### src/rtl/wb_stage.sv
`default_nettype none
// +----------------------------------------------------------------------------+
// | wb_stage: MEM/WB pipeline register, register-file write select, forwarding |
// | value and retired-instruction counter.                                     |
// | Revision: 1.0                                                              |
// +----------------------------------------------------------------------------+
module wb_stage #(
  parameter int WORD_SIZE = 32,
  parameter int NUM_REGS  = 32,
  parameter int REG_SEL   = $clog2(NUM_REGS),
  parameter int CNT_WIDTH = 64
) (
  input  logic                 clk,
  input  logic                 rst,
  input  logic                 stall_in,
  input  logic                 flush_in,
  input  logic                 valid_in,
  input  logic                 reg_write,
  input  logic                 mem_read,
  input  logic                 jump,
  input  logic [REG_SEL-1:0]   rd,
  input  logic [WORD_SIZE-1:0] result,
  input  logic [WORD_SIZE-1:0] pc_plus4,
  input  logic [WORD_SIZE-1:0] read_data,
  output logic                 wb_en,
  output logic [REG_SEL-1:0]   wb_rd,
  output logic [WORD_SIZE-1:0] wb_data,
  output logic [CNT_WIDTH-1:0] retired_count
);

  logic                 r_valid;
  logic                 r_reg_write;
  logic                 r_mem_read;
  logic                 r_jump;
  logic [REG_SEL-1:0]   r_rd;
  logic [WORD_SIZE-1:0] r_result;
  logic [WORD_SIZE-1:0] r_pc4;
  logic [WORD_SIZE-1:0] r_hold;
  logic                 r_fresh;
  logic [CNT_WIDTH-1:0] r_retired;

  logic                 w_retire;
  logic [WORD_SIZE-1:0] w_load_data;

  // A flush still lets the instruction currently in WB leave, so it retires.
  assign w_retire = r_valid & (~stall_in | flush_in);

  always_ff @(posedge clk) begin
    if (!rst) begin
      r_valid     <= 1'b0;
      r_reg_write <= 1'b0;
      r_mem_read  <= 1'b0;
      r_jump      <= 1'b0;
      r_rd        <= '0;
      r_result    <= '0;
      r_pc4       <= '0;
      r_hold      <= '0;
      r_fresh     <= 1'b0;
      r_retired   <= '0;
    end else begin
      if (w_retire) begin
        r_retired <= r_retired + CNT_WIDTH'(1);
      end
      // Latch live load data after its first WB cycle; a capture below may re-arm.
      if (r_fresh) begin
        r_hold  <= read_data;
        r_fresh <= 1'b0;
      end
      if (flush_in) begin
        r_valid <= 1'b0;
      end else if (!stall_in) begin
        r_valid     <= valid_in;
        r_reg_write <= reg_write;
        r_mem_read  <= mem_read;
        r_jump      <= jump;
        r_rd        <= rd;
        r_result    <= result;
        r_pc4       <= pc_plus4;
        r_fresh     <= mem_read & valid_in;
      end
    end
  end

  assign w_load_data = r_fresh ? read_data : r_hold;

  always_comb begin
    wb_data = r_result;
    if (r_jump) begin
      wb_data = r_pc4;
    end else if (r_mem_read) begin
      wb_data = w_load_data;
    end
  end

  assign wb_en         = r_valid & r_reg_write & (r_rd != '0);
  assign wb_rd         = r_rd;
  assign retired_count = r_retired;

endmodule
`default_nettype wire

### config.mk
export PLATFORM = sky130hd
export DESIGN_NAME = wb_stage
export DESIGN_NICKNAME = d
export VERILOG_FILES = /design/src/rtl/wb_stage.sv
export SDC_FILE = /design/constraint.sdc
export NUM_CORES = 1
export LEC_CHECK = 0
export CORE_MARGIN = 5
export CORE_UTILIZATION = 30
export CTS_BUF_LIST = sky130_fd_sc_hd__clkbuf_8
export CTS_CLUSTER_SIZE = 24
export DETAILED_ROUTE_END_ITERATION = 7
export GPL_TIMING_DRIVEN = 0
export PLACE_DENSITY = 0.52
export SYNTH_ARGS = -nofsm -noshare
export SYNTH_HDL_FRONTEND = slang
export SYNTH_SLANG_ARGS = --single-unit
### constraint.sdc
create_clock -name clk -period 2.5 [get_ports clk]
set_input_delay 0.5 -clock clk [delete_from_list [all_inputs] [get_ports clk]]
set_output_delay 0.5 -clock clk [all_outputs]
set_load 0.1 [all_outputs]
**Word level (Yosys, flattened, before mapping)**

Index checks and enable logic that the tools add are counted.

- Bits in registers: 170
- Bits of input ports: 109
- Output and inout bits: 102

- Add/sub/neg operators: 1
- Bitwise logic cells: 8
- Reduce and logical (&&, ||, !) cells: 4
- Muxes and demuxes: 3

Operators with widths:

| cell | number |
|---|---|
| two-way mux 32 bit | 3 |
| adder 64 x 1 -> 64 bit (second input constant) | 1 |
| nonzero test 5 bit | 1 |
| AND 1 bit | 4 |
| inverter 1 bit | 3 |
| OR reduction 3 bit | 1 |
| AND reduction 2 bit | 1 |
| OR reduction 2 bit | 1 |
| OR 1 bit | 1 |

**Longest topological paths before layout**

- Word-level depth: 3
- Gate-level depth with buffers: 8
- Depth with buffers taken out: 6

**Worst setup path after synthesis**

No wires, ideal clock.

- Kind: reg2out
- Start point: register r_fresh
- End point: output port wb_data[1]
- Cell stages (with the launch flop): 7
- Path buffers: 2
- Path slack: -1.377 ns
- Arrival time: 3.377 ns
- Cells stage by stage: dfxtp_1 > clkbuf_1 > buf_1 > mux2i_1 > nand2_1 > o21ai_0 > o21ai_0

- Cells in the longest elaborated chain, start to end: 3

RTL lines:

| item | line | RTL |
|---|---|---|
| start: declaration | 39 | `logic r_fresh;` |
| start signal: assignment | 79 | `r_fresh <= mem_read & valid_in;` |
| two-way mux 32 bit | - |  |
| two-way mux 32 bit | 90 | `end else if (r_mem_read) begin` |
| two-way mux 32 bit | 88 | `if (r_jump) begin` |
| end: declaration | 27 | `output logic [WORD_SIZE-1:0] wb_data,` |

Every way passes these cells.

**Final worst setup path**

- Start point: register r_mem_read
- End point: output port wb_data[15]

- Cells in the longest elaborated chain, start to end: 2

RTL lines:

| item | line | RTL |
|---|---|---|
| start: declaration | 33 | `logic r_mem_read;` |
| start signal: assignment | 74 | `r_mem_read <= mem_read;` |
| two-way mux 32 bit | 90 |  |
| two-way mux 32 bit | 88 |  |

Every way passes these cells.

==> metrics.md <==
| Metric | Value |
|---|---|
| Outcome | completed |
| Critical Path AT | 1880 ps |
| Final setup fails | 0 |
| Worst Setup SP | r_mem_read |
| Post-layout util | 44.0% |
| Reg2reg end | retired_count[60] |
| Layout cells sized above 1 | 15.0% |
| Worst slew pin tran | 1010 ps |
| H-tree depth | 4 |
| Total track usage | 18.2% |
| Maxcap violations | 0 |
| Clock transition at path regs | 80 ps |
| Synth area leaders | dfxtp_1 (47%), nand2_1 (12%), a21oi_1 (7.4%), o21ai_0 (6.2%), mux2i_1 (4.7%) |
| CTS tree | built |
| Design Area, Final | 10600 µm² |
| Sequential fraction of the synthesis area | 46.7% |
| Area share of the largest cell type after synthesis | 46.7% |
| Syn Area/Cell | 7.84 µm² |
| Hold endpoint | r_result[14] |
| Yosys reg bits | 170 |
| Routed vias | 7189 |
| Drt first pass iters | 5 |
| Net Count, Synth | 1039 |
| GRT busiest layer | met2 |
| CTS Buffer Depth | 2 |
| Unrepaired setup endpoints after global routing | true |
| Fin Clk Skew | 19.9 ps |
| Synth warnings | 0 |
| WS Path Type | flop to primary output |
| CTS Root Cell | clkbuf_8 |
| Max Fanout on Critical Path | 10 |
| DRT iter0 DRCs | 317 |
| Simple-Gate Fraction of Synth Area | 26.4% |
| Placed Cells | 1463 |
| R2r setup slk | 230 ps |
| Slew Limit Fails | 0 |
| Largest net degree at the start of global routing | 17 |
| Cells along the critical path | clkbuf_2, clkbuf_4, o21ai_0, o21ai_4, buf_4 |
| Final hold viol count | 0 |
| Initial antenna violation count | 6 |
| Gate count of the mapped netlist | 929 |
| Vias per cell | 4.80 |
| FF-to-FF Start | retired_count[0] |
| Slowest stage cell, crit path | dfxtp_1 |
| Main combinational cell family by area after synthesis | simple AND/OR/NAND/NOR gates |
| Die area | 27500 µm² |
| Cell taking the most area after synthesis | dfxtp_1 |
| Placed cell area | 10100 µm² |
| Global-route wire length before repair | 40.4 mm |
| Fin crit share | 95.2% |
| CTS buffer count | 17 |
| Critical Path RT | 2000 ps |
| Hold_buf cts | 0 |
| Clock Sinks | 170 |
| Row cnt | 57 |
| Hold Path Origin | r_result[14] |
| Nets@finish | 1267 |
| Largest stage delay, worst path | 330 ps |
| Chip Height | 166 µm |
| Post-Syn Area | 7280 µm² |
| Vias in the first global route | 7055 |
| Post-synth top flop | dfxtp_1 |
| Starting Density | 30.2% |
| EDFF count, synth | 0 |
| Min-delay worst type | flop to flop |
| Post-synth cell types | 41 |
| GPL Wtd Cong | 0.800 |
| Hold depth | 2 |
| Die X | 166 µm |
| Setup TNS | 0 ps |
| P per Cell Area | 559 nW/µm² |
| Grt ovf | 0 |
| Nature of the critical path startpoint | flop |
| DP Wirelength | 18.9 mm |
| Worst IR drop on VDD | 0.273 mV |
| Synth Area in Compound Gates | 15.5% |
| Setup bufs post-CTS | 0 |
| Placeable Area | 24100 µm² |
| Syn-to-layout area delta | 45.5% |
| Number of remaining DRC errors | 0 |
| Total wire length | 25.4 mm |
| P_leak | 0.00396 µW |
| IO Count | 211 |
| DR WL/cell | 17.0 µm |
| # port buffers | 210 |
| FF-to-FF path depth | 7 |
| Final Non-Filler Cells | 1497 |
| Hold slack | 454 ps |
| CP endpoint kind | primary output |
| Post-synthesis mux area share | 4.67% |
| Rel. slew slack | 32.7% |
| Post-synthesis async set-or-reset flop share | 0% |
| Met3 GRT Util | 4.86% |
| Minimum clock period | 2380 ps |
| Final antenna-violating net count | 0 |
| Adder-Cell Fraction of Synth Area | 0.172% |
| Met2 usage | 29.3% |
| Buf/Inv on CP | 3 |
| Met1 GRT Util | 24.2% |
| Delay-heaviest family, CP | buffers and inverters |
| Synth Area in XOR/XNOR | 2.77% |
| Later-pin clock latency in the skew report | 460 ps |
| Achievable Freq | 420 MHz |
-- cells in the mapped netlist, types with 5 or more instances --
cell type / instances
xnor2_1: 12
o31ai_1: 9
xor2_1: 11
nand2_1: 236
dfxtp_1: 170
and4_1: 5
buf_1: 9
nand4_1: 12
or3_1: 29
a21oi_1: 108
nor2_1: 63
nor3_1: 10
or4_1: 11
o21ai_0: 90
clkbuf_1: 46
nand3_1: 21
mux2i_1: 34
inv_1: 9
buf_2: 7
-- layout by cell type (no fill, tap or decap), types with 6 or more instances in the layout --
master	count
clkbuf_1	32
or3_1	29
mux2i_1	25
dfxtp_1	138
clkdlybuf4s50_1	108
buf_4	8
a21oi_1	108
xor2_1	11
o21ai_4	23
or4_1	11
o31ai_1	9
xnor2_1	12
buf_6	26
inv_1	10
nand2_1	236
dlygate4sd2_1	64
nor3_1	10
clkbuf_4	6
mux2i_2	7
nand4_1	12
o21ai_2	9
nand3_1	21
clkbuf_2	7
dfxtp_2	31
nor2_1	63
clkbuf_8	19
o21ai_0	57
buf_2	10
-- state kept, by name (all words and copies together) (netlist names) --
| signal | flops |
|---|---|
| r_valid | 1 |
| wb_rd | 5 |
| r_mem_read | 1 |
| retired_count | 64 |
| r_jump | 1 |
| r_fresh | 1 |
| r_reg_write | 1 |
| r_result | 32 |
| r_pc4 | 32 |
| r_hold | 32 |
-- worst max path at each step --
stage / to / cells past startpoint
after CTS: retired_count[6] / 1
after floorplan: wb_data[1] / 6
after detailed placement: wb_data[18] / 7
after global routing: wb_data[3] / 6
final: wb_data[15] / 5
after global placement: wb_data[18] / 7
-- cells by family (layout without fill, tap and decap cells) --
logic type                 count (synthesis)  count (layout)
AOI/OAI and AO/OA                        215             215
muxes                                     34              34
other                                      0               3
and+or+nand+nor                          415             415
adders and majority gates                  1               1
xor gates and xnor gates                  23              23
DFF                                      170             170
buffers and inverters                     71             312
-- what timing repair did --
action | in CTS | in global routing
resized for setup | 293 | 44
endpoints found under the setup margin | 97 | 39
pin swaps | 0 | 1
-- power by group --
group          switching (µW)  total (µW)  internal [µW]
clock network            1120        2090            975
logic                     681        1030            349
registers                32.1        2800           2770
total                    1830        5920           4090
-- worst register-to-register path: cells and delay by family (launching register included) --
| kind | cells | cell delay, ps |
|---|---|---|
| and+or+nand+nor | 4 | 1220 |
| adders and majority gates | 1 | 180 |
| DFF | 1 | 390 |
| AOI/OAI and AO/OA | 1 | 140 |
| buffers and inverters | 1 | 280 |
-- cell type report --
cell class,count,area [µm²]
Antenna cell,3,7.51
Buffer,61,298
Clock buffer,19,262
Clock inverter,13,156
Fill cell,2578,13500
Inverter,9,33.8
Multi-Input combinational cell,688,3950
Sequential cell,170,3450
Tap cell,324,405
Timing Repair Buffer,210,2040
-- stage by stage --
step                total power, µW  setup WS, ps
floorplan                      3490          -111
global placement               3880         -1170
detailed placement             3880         -1150
CTS                            5980         0.878
global route                   6170         -5.05
finish                         5920           120
-- per-layer routing --
metal  wire, µm  share of wire, %
met5         24             0.095
met2      12000                47
met3       1140               4.5
met4        297               1.2
met1      11900                47
(Power assumes the default switching activity.)
